<file path="config.mk">
export PLATFORM = sky130hd
export DESIGN_NAME = servo_pwm_decoder
export DESIGN_NICKNAME = d
export VERILOG_FILES = /design/src/rtl/servo_pwm_decoder.sv
export SDC_FILE = /design/constraint.sdc
export NUM_CORES = 1
export LEC_CHECK = 0
export CORE_MARGIN = 1.5
export CORE_UTILIZATION = 58
export CTS_CLUSTER_SIZE = 28
export DETAILED_ROUTE_END_ITERATION = 7
export GPL_TIMING_DRIVEN = 0
export HOLD_SLACK_MARGIN = 0.02
export PLACE_DENSITY_LB_ADDON = 0.3
export REMOVE_ABC_BUFFERS = 1
export SLEW_MARGIN = 20
export SYNTH_ARGS = -nofsm -noshare
export SYNTH_HDL_FRONTEND = slang
export SYNTH_SLANG_ARGS = --single-unit
</file>
<file path="constraint.sdc">
create_clock -name clk -period 2.65 [get_ports clk]
set_input_delay 0.53 -clock clk [delete_from_list [all_inputs] [get_ports clk]]
set_output_delay 0.53 -clock clk [all_outputs]
set_load 0.005 [all_outputs]
</file>
<file path="src/rtl/servo_pwm_decoder.sv">
`default_nettype none
// ============================================================================
// Module   : servo_pwm_decoder
// Purpose  : Measures servo PWM high time and decodes it into a 2-bit position
//            code with glitch, signal-loss and lock indication.
// Revision : 1.0
// ============================================================================
module servo_pwm_decoder #(
   parameter int CNT_W      = 21,
   parameter int MIN_WIDTH  = 13500,
   parameter int MAX_WIDTH  = 150000,
   parameter int TH01       = 39500,
   parameter int TH12       = 64500,
   parameter int TH23       = 102500,
   parameter int TIMEOUT    = 1100000,
   parameter int LOCK_COUNT = 3
) (
   input  logic             clk,
   input  logic             rst,
   input  logic             pwm_in,
   output logic [1:0]       pos,
   output logic             pos_valid,
   output logic [CNT_W-1:0] width,
   output logic             glitch,
   output logic             timeout,
   output logic             locked
);

   localparam int               c_LOCK_W  = $clog2(LOCK_COUNT + 1);
   localparam logic [CNT_W-1:0] c_MIN     = CNT_W'(MIN_WIDTH);
   localparam logic [CNT_W-1:0] c_MAX     = CNT_W'(MAX_WIDTH);
   localparam logic [CNT_W-1:0] c_SAT     = CNT_W'(MAX_WIDTH + 1);
   localparam logic [CNT_W-1:0] c_TH01    = CNT_W'(TH01);
   localparam logic [CNT_W-1:0] c_TH12    = CNT_W'(TH12);
   localparam logic [CNT_W-1:0] c_TH23    = CNT_W'(TH23);
   localparam logic [CNT_W-1:0] c_TO_LAST = CNT_W'(TIMEOUT - 1);
   localparam logic [c_LOCK_W-1:0] c_LOCK = c_LOCK_W'(LOCK_COUNT);
   localparam logic [c_LOCK_W-1:0] c_ONE  = c_LOCK_W'(1);

   typedef enum logic [1:0] {
      ST_ARM  = 2'd0,
      ST_IDLE = 2'd1,
      ST_HIGH = 2'd2,
      ST_EVAL = 2'd3
   } state_t;

   state_t              r_state;
   state_t              w_state_next;
   logic                r_sync1;
   logic                r_s;
   logic                r_s_d;
   logic                w_rise;
   logic                w_fall;
   logic                w_expire;
   logic                w_eval;
   logic                w_in_range;
   logic [1:0]          w_code;
   logic [CNT_W-1:0]    r_hcnt;
   logic [CNT_W-1:0]    r_tcnt;
   logic [c_LOCK_W-1:0] r_stable;
   logic [c_LOCK_W-1:0] w_stable_next;

   function automatic logic [1:0] classify(input logic [CNT_W-1:0] w);
      if (w < c_TH01)      return 2'b00;
      else if (w < c_TH12) return 2'b01;
      else if (w < c_TH23) return 2'b10;
      else                 return 2'b11;
   endfunction

   // Synchronizer is deliberately left out of reset so that ARM sees the true
   // line level immediately and never mistakes a held-high input for a rise.
   always_ff @(posedge clk) begin
      r_sync1 <= pwm_in;
      r_s     <= r_sync1;
      r_s_d   <= r_s;
   end

   assign w_rise     = r_s & ~r_s_d;
   assign w_fall     = ~r_s & r_s_d;
   assign w_expire   = (r_state != ST_ARM) && !w_rise && (r_tcnt >= c_TO_LAST);
   assign w_in_range = (r_hcnt >= c_MIN) && (r_hcnt <= c_MAX);
   assign w_code     = classify(r_hcnt);

   always_comb begin
      w_stable_next = c_ONE;
      if (w_code == pos) begin
         if (r_stable >= c_LOCK) w_stable_next = r_stable;
         else                    w_stable_next = r_stable + c_ONE;
      end
   end

   always_ff @(posedge clk) begin
      if (rst) r_state <= ST_ARM;
      else     r_state <= w_state_next;
   end

   always_comb begin
      w_state_next = r_state;
      w_eval       = 1'b0;
      if (w_expire) begin
         w_state_next = ST_ARM;
      end else begin
         case (r_state)
            ST_ARM:  if (!r_s)   w_state_next = ST_IDLE;
            ST_IDLE: if (w_rise) w_state_next = ST_HIGH;
            ST_HIGH: if (w_fall) w_state_next = ST_EVAL;
            ST_EVAL: begin
               w_state_next = ST_IDLE;
               w_eval       = 1'b1;
            end
            default: w_state_next = ST_ARM;
         endcase
      end
   end

   always_ff @(posedge clk) begin
      if (rst) begin
         r_hcnt    <= '0;
         r_tcnt    <= '0;
         r_stable  <= '0;
         pos       <= 2'b00;
         pos_valid <= 1'b0;
         width     <= '0;
         glitch    <= 1'b0;
         timeout   <= 1'b0;
         locked    <= 1'b0;
      end else begin
         pos_valid <= 1'b0;
         glitch    <= 1'b0;

         if (r_state == ST_ARM || w_rise) r_tcnt <= '0;
         else if (r_tcnt != '1)           r_tcnt <= r_tcnt + 1'b1;

         // Counting the rise cycle itself keeps width equal to the high time.
         if (r_state == ST_IDLE && w_rise)
            r_hcnt <= CNT_W'(1);
         else if (r_state == ST_HIGH && r_s && r_hcnt < c_SAT)
            r_hcnt <= r_hcnt + 1'b1;

         if (w_expire)
            timeout <= 1'b1;
         else if (r_state == ST_IDLE && w_rise)
            timeout <= 1'b0;

         if (w_expire) begin
            r_stable <= '0;
            locked   <= 1'b0;
         end else if (w_eval) begin
            width <= r_hcnt;
            if (w_in_range) begin
               pos       <= w_code;
               pos_valid <= 1'b1;
               r_stable  <= w_stable_next;
               locked    <= (w_stable_next >= c_LOCK);
            end else begin
               glitch   <= 1'b1;
               r_stable <= '0;
               locked   <= 1'b0;
            end
         end
      end
   end

endmodule
`default_nettype wire

</file>
==> flow_summary.json <==
{
  "status": "finished, final reports clean",
  "fillers": 486,
  "yosysMostFrequentCell": "dfxtp_1",
  "cp_data_arrival_time_ns": 2.57,
  "drive_gt1_share_pct": 6.50,
  "postRouteAntennaNets": 0,
  "overflow": 0,
  "path_max_fanout": 21,
  "p_int_mw": 1.88,
  "cts_buffers": 9,
  "fp-row-count": 28,
  "ys_ff_latch": 76,
  "fp.dieH_um": 82.6,
  "hp-start": "r_sync1$_DFF_P_",
  "cts_tree": "built",
  "maxCapViolations": 0,
  "core_um2": 6030,
  "insertion_delay_ns": 0.34,
  "p_leak_nw": 1.46,
  "synth_edf_count": 0,
  "fin_nets": 437,
  "period_needed_ns": 2.36,
  "crit_required_ns": 2.86,
  "worst-slew-pin-transition_ns": 0.819,
  "r2r-start": "r_tcnt[0]$_SDFFE_PP0P_",
  "yosysUniqueCellTypes": 56,
  "drv_slew": 0,
  "h-tree-depth": 3,
  "worstSetupPathType": "register to register",
  "whs_ns": 0.332,
  "via_count": 3043,
  "p_sw_uw": 687,
  "drtPass1Iterations": 5,
  "skew_ns": 0.00805,
  "grtUsageTotal_pct": 24.1,
  "synthTopCellsByCount": "dfxtp_1, nor2_1, mux2i_1, nand3_1, a21oi_1",
  "ys_warn_count": 0,
  "startpoint": "r_tcnt[0]$_SDFFE_PP0P_",
  "syn2layout_area_growth_pct": 12.6,
  "grt_pass1_vias": 2786,
  "hold_viol_final": 0,
  "synth_cells": 410,
  "worst_setup_path_start_kind": "register",
  "ys.flop_type": "dfxtp_1",
  "min_path_cells": 0,
  "root_buffer": "clkbuf_8",
  "portBuffers": 29,
  "grt_pass1_wl_um": 12600,
  "end_kind": "register",
  "worstPathCellList": "ha_1 > and4_1 > a41oi_1 > and2_1 > a21o_2 > mux2i_1 > nor2_1",
  "synth.area.top_cells": "dfxtp_1, mux2i_1, nor2_1, xor2_1, nand3_1",
  "ios": 30,
  "die_x_um": 82.6,
  "clk_pin_slew_ns": 0.08,
  "total_power_mw": 2.57,
  "sw_frac_of_total_pct": 26.7,
  "routedWlPerCell_um": 14.8,
  "slowest_stage": "a21o_2",
  "power_frac_comb_pct": 15.4,
  "dp_hpwl_um": 5120,
  "yosys.area.top_type": "dfxtp_1",
  "rsz0062_at_grt": "no",
  "async_reset_ff_share_pct": 0,
  "p_seq_share_pct": 46.8,
  "num_antenna_cells": 0,
  "p_clk_share_pct": 37.8,
  "drt_iter0_markers": 211,
  "antenna_found_initial": 0,
  "worstReg2RegEnd": "width[9]$_SDFFE_PP0P_",
  "post_cts_buffers": 0,
  "drcViolationCount": 0,
  "ys_seq_area_share_pct": 41.4,
  "vdd_drop_max_v": 0.000528,
  "max_stage_delay_ns": 0.55,
  "final.setup.tns_ns": 0,
  "gp_congestion": 0.854,
  "grt_max_degree": 32,
  "rrSetupSlack_ns": 0.29,
  "dieArea_um2": 6830,
  "relSlewSlack_pct": 45.1,
  "synth_area_um2": 3680,
  "setup_violations": 0,
  "max_clock_freq_ghz": 0.424,
  "hp-class": "register to register",
  "routed_via_density": 6.01,
  "initial_utilization_pct": 61.0,
  "synth_area_per_cell_um2": 8.97,
  "reg2regPathDepth": 7,
  "synth_top_area_share_pct": 41.4,
  "fin_crit_sh_pct": 89.0,
  "clock_path_buffers": 2,
  "postRouteWirelength_um": 7480,
  "min_to": "r_s$_DFF_P_",
  "power_density_nw_per_um2": 620,
  "cts.sinks": 76
}
-- cell type report --
type	count	area (µm²)	share of cell area (%)
clock buffer	12	145	3.51
clock inverter	4	72.6	1.75
inverter	9	33.8	0.816
multi-input combinational	301	1990	48.0
sequential	76	1520	36.7
tap	75	93.8	2.27
timing repair buffer	29	285	6.89
-- registers in the layout, indices dropped and copies added (netlist names) --
name,cells
r_hcnt,21
r_tcnt,21
width,21
pos,2
r_stable,2
r_state,2
glitch,1
locked,1
pos_valid,1
r_s,1
r_s_d,1
r_sync1,1
timeout,1
-- cell usage in the layout (no fill, tap or decap), types with 2 or more instances in the layout --
| cell | n |
|---|---|
| clkdlybuf4s50_1 | 28 |
| bufinv_16 | 2 |
| and2_1 | 12 |
| nand2_1 | 19 |
| a211oi_1 | 6 |
| o21a_1 | 2 |
| nor2b_1 | 4 |
| nand3_1 | 21 |
| clkbuf_1 | 2 |
| dfxtp_1 | 76 |
| o21ai_0 | 6 |
| clkbuf_8 | 10 |
| nor4_1 | 4 |
| nor2_1 | 57 |
| o311a_1 | 2 |
| mux2i_1 | 25 |
| nand4_1 | 13 |
| a21oi_1 | 20 |
| or4_1 | 6 |
| ha_1 | 8 |
| inv_1 | 9 |
| nand2b_1 | 3 |
| xor2_1 | 17 |
| xnor2_1 | 6 |
| or3_1 | 4 |
| and3_1 | 11 |
| o31ai_1 | 6 |
| a31oi_1 | 4 |
| nor3_1 | 12 |
| and4_1 | 5 |
| o311ai_0 | 2 |
-- worst max path at each step --
stage	endpoint	cells after the start
global placement	r_tcnt[16]$_SDFFE_PP0P_	3
detailed placement	r_tcnt[2]$_SDFFE_PP0P_	3
floorplan	r_stable[0]$_SDFFE_PP0P_	7
global route	width[0]$_SDFFE_PP0P_	7
CTS	r_tcnt[2]$_SDFFE_PP0P_	3
finish	width[9]$_SDFFE_PP0P_	7
-- worst max-delay path: cells and delay by family, from the launching register on --
family | cells | cell delay [ns]
DFF | 1 | 0.35
muxes | 1 | 0.27
AOI/OAI and AO/OA | 2 | 0.79
and+or+nand+nor | 3 | 0.56
adders and majority gates | 1 | 0.25
-- what timing repair did --
item                                    4_1_cts  5_1_grt
endpoints found under the hold margin         0        0
resized for setup                             1        0
endpoints found under the setup margin       19        0
hold buffers                                  0        0
-- stage by stage --
| stage | cells | area, µm² | utilization, % | setup slack, ns |
|---|---|---|---|---|
| 4_1_cts | 506 | 4150 | 68.8 | 0.124 |
| 2_1_floorplan | 386 | 3540 | - | 0.385 |
| 6_report | 506 | 4140 | 68.7 | 0.290 |
| 3_3_place_gp | 490 | 3930 | 65.2 | -0.164 |
| 3_5_place_dp | 490 | 3930 | 65.2 | -0.254 |
| 5_1_grt | 506 | 4140 | 68.7 | 0.142 |
-- kinds of logic (layout without fill, tap and decap cells) --
family	after synthesis	after routing	share of synthesized area, %
adders and majority gates	8	8	2.72
DFF	76	76	41.4
and+or+nand+nor	183	183	27.3
muxes	25	25	6.80
buffers and inverters	33	54	4.63
xor gates and xnor gates	23	23	5.48
AOI/OAI and AO/OA	62	62	11.7
-- power by group through the flow --
stage / logic [mW] / registers (mW) / clock network (mW)
floorplan: 0.305 / 1.22 / 0
global placement: 0.382 / 1.23 / 0
detailed placement: 0.395 / 1.23 / 0
CTS: 0.399 / 1.20 / 0.991
global route: 0.431 / 1.21 / 1.03
finish: 0.394 / 1.20 / 0.970
-- metal layers --
metal / vias up / part of all wire, % / global-route usage, %
met5: - / 0 / 0
met4: 0 / 1.1 / 9.83
met3: 10 / 4.7 / 5.16
met2: 86 / 44 / 36.5
met1: 1444 / 50 / 33.2
li1: 1503 / - / -
Power figures use the tool's default switching activity.
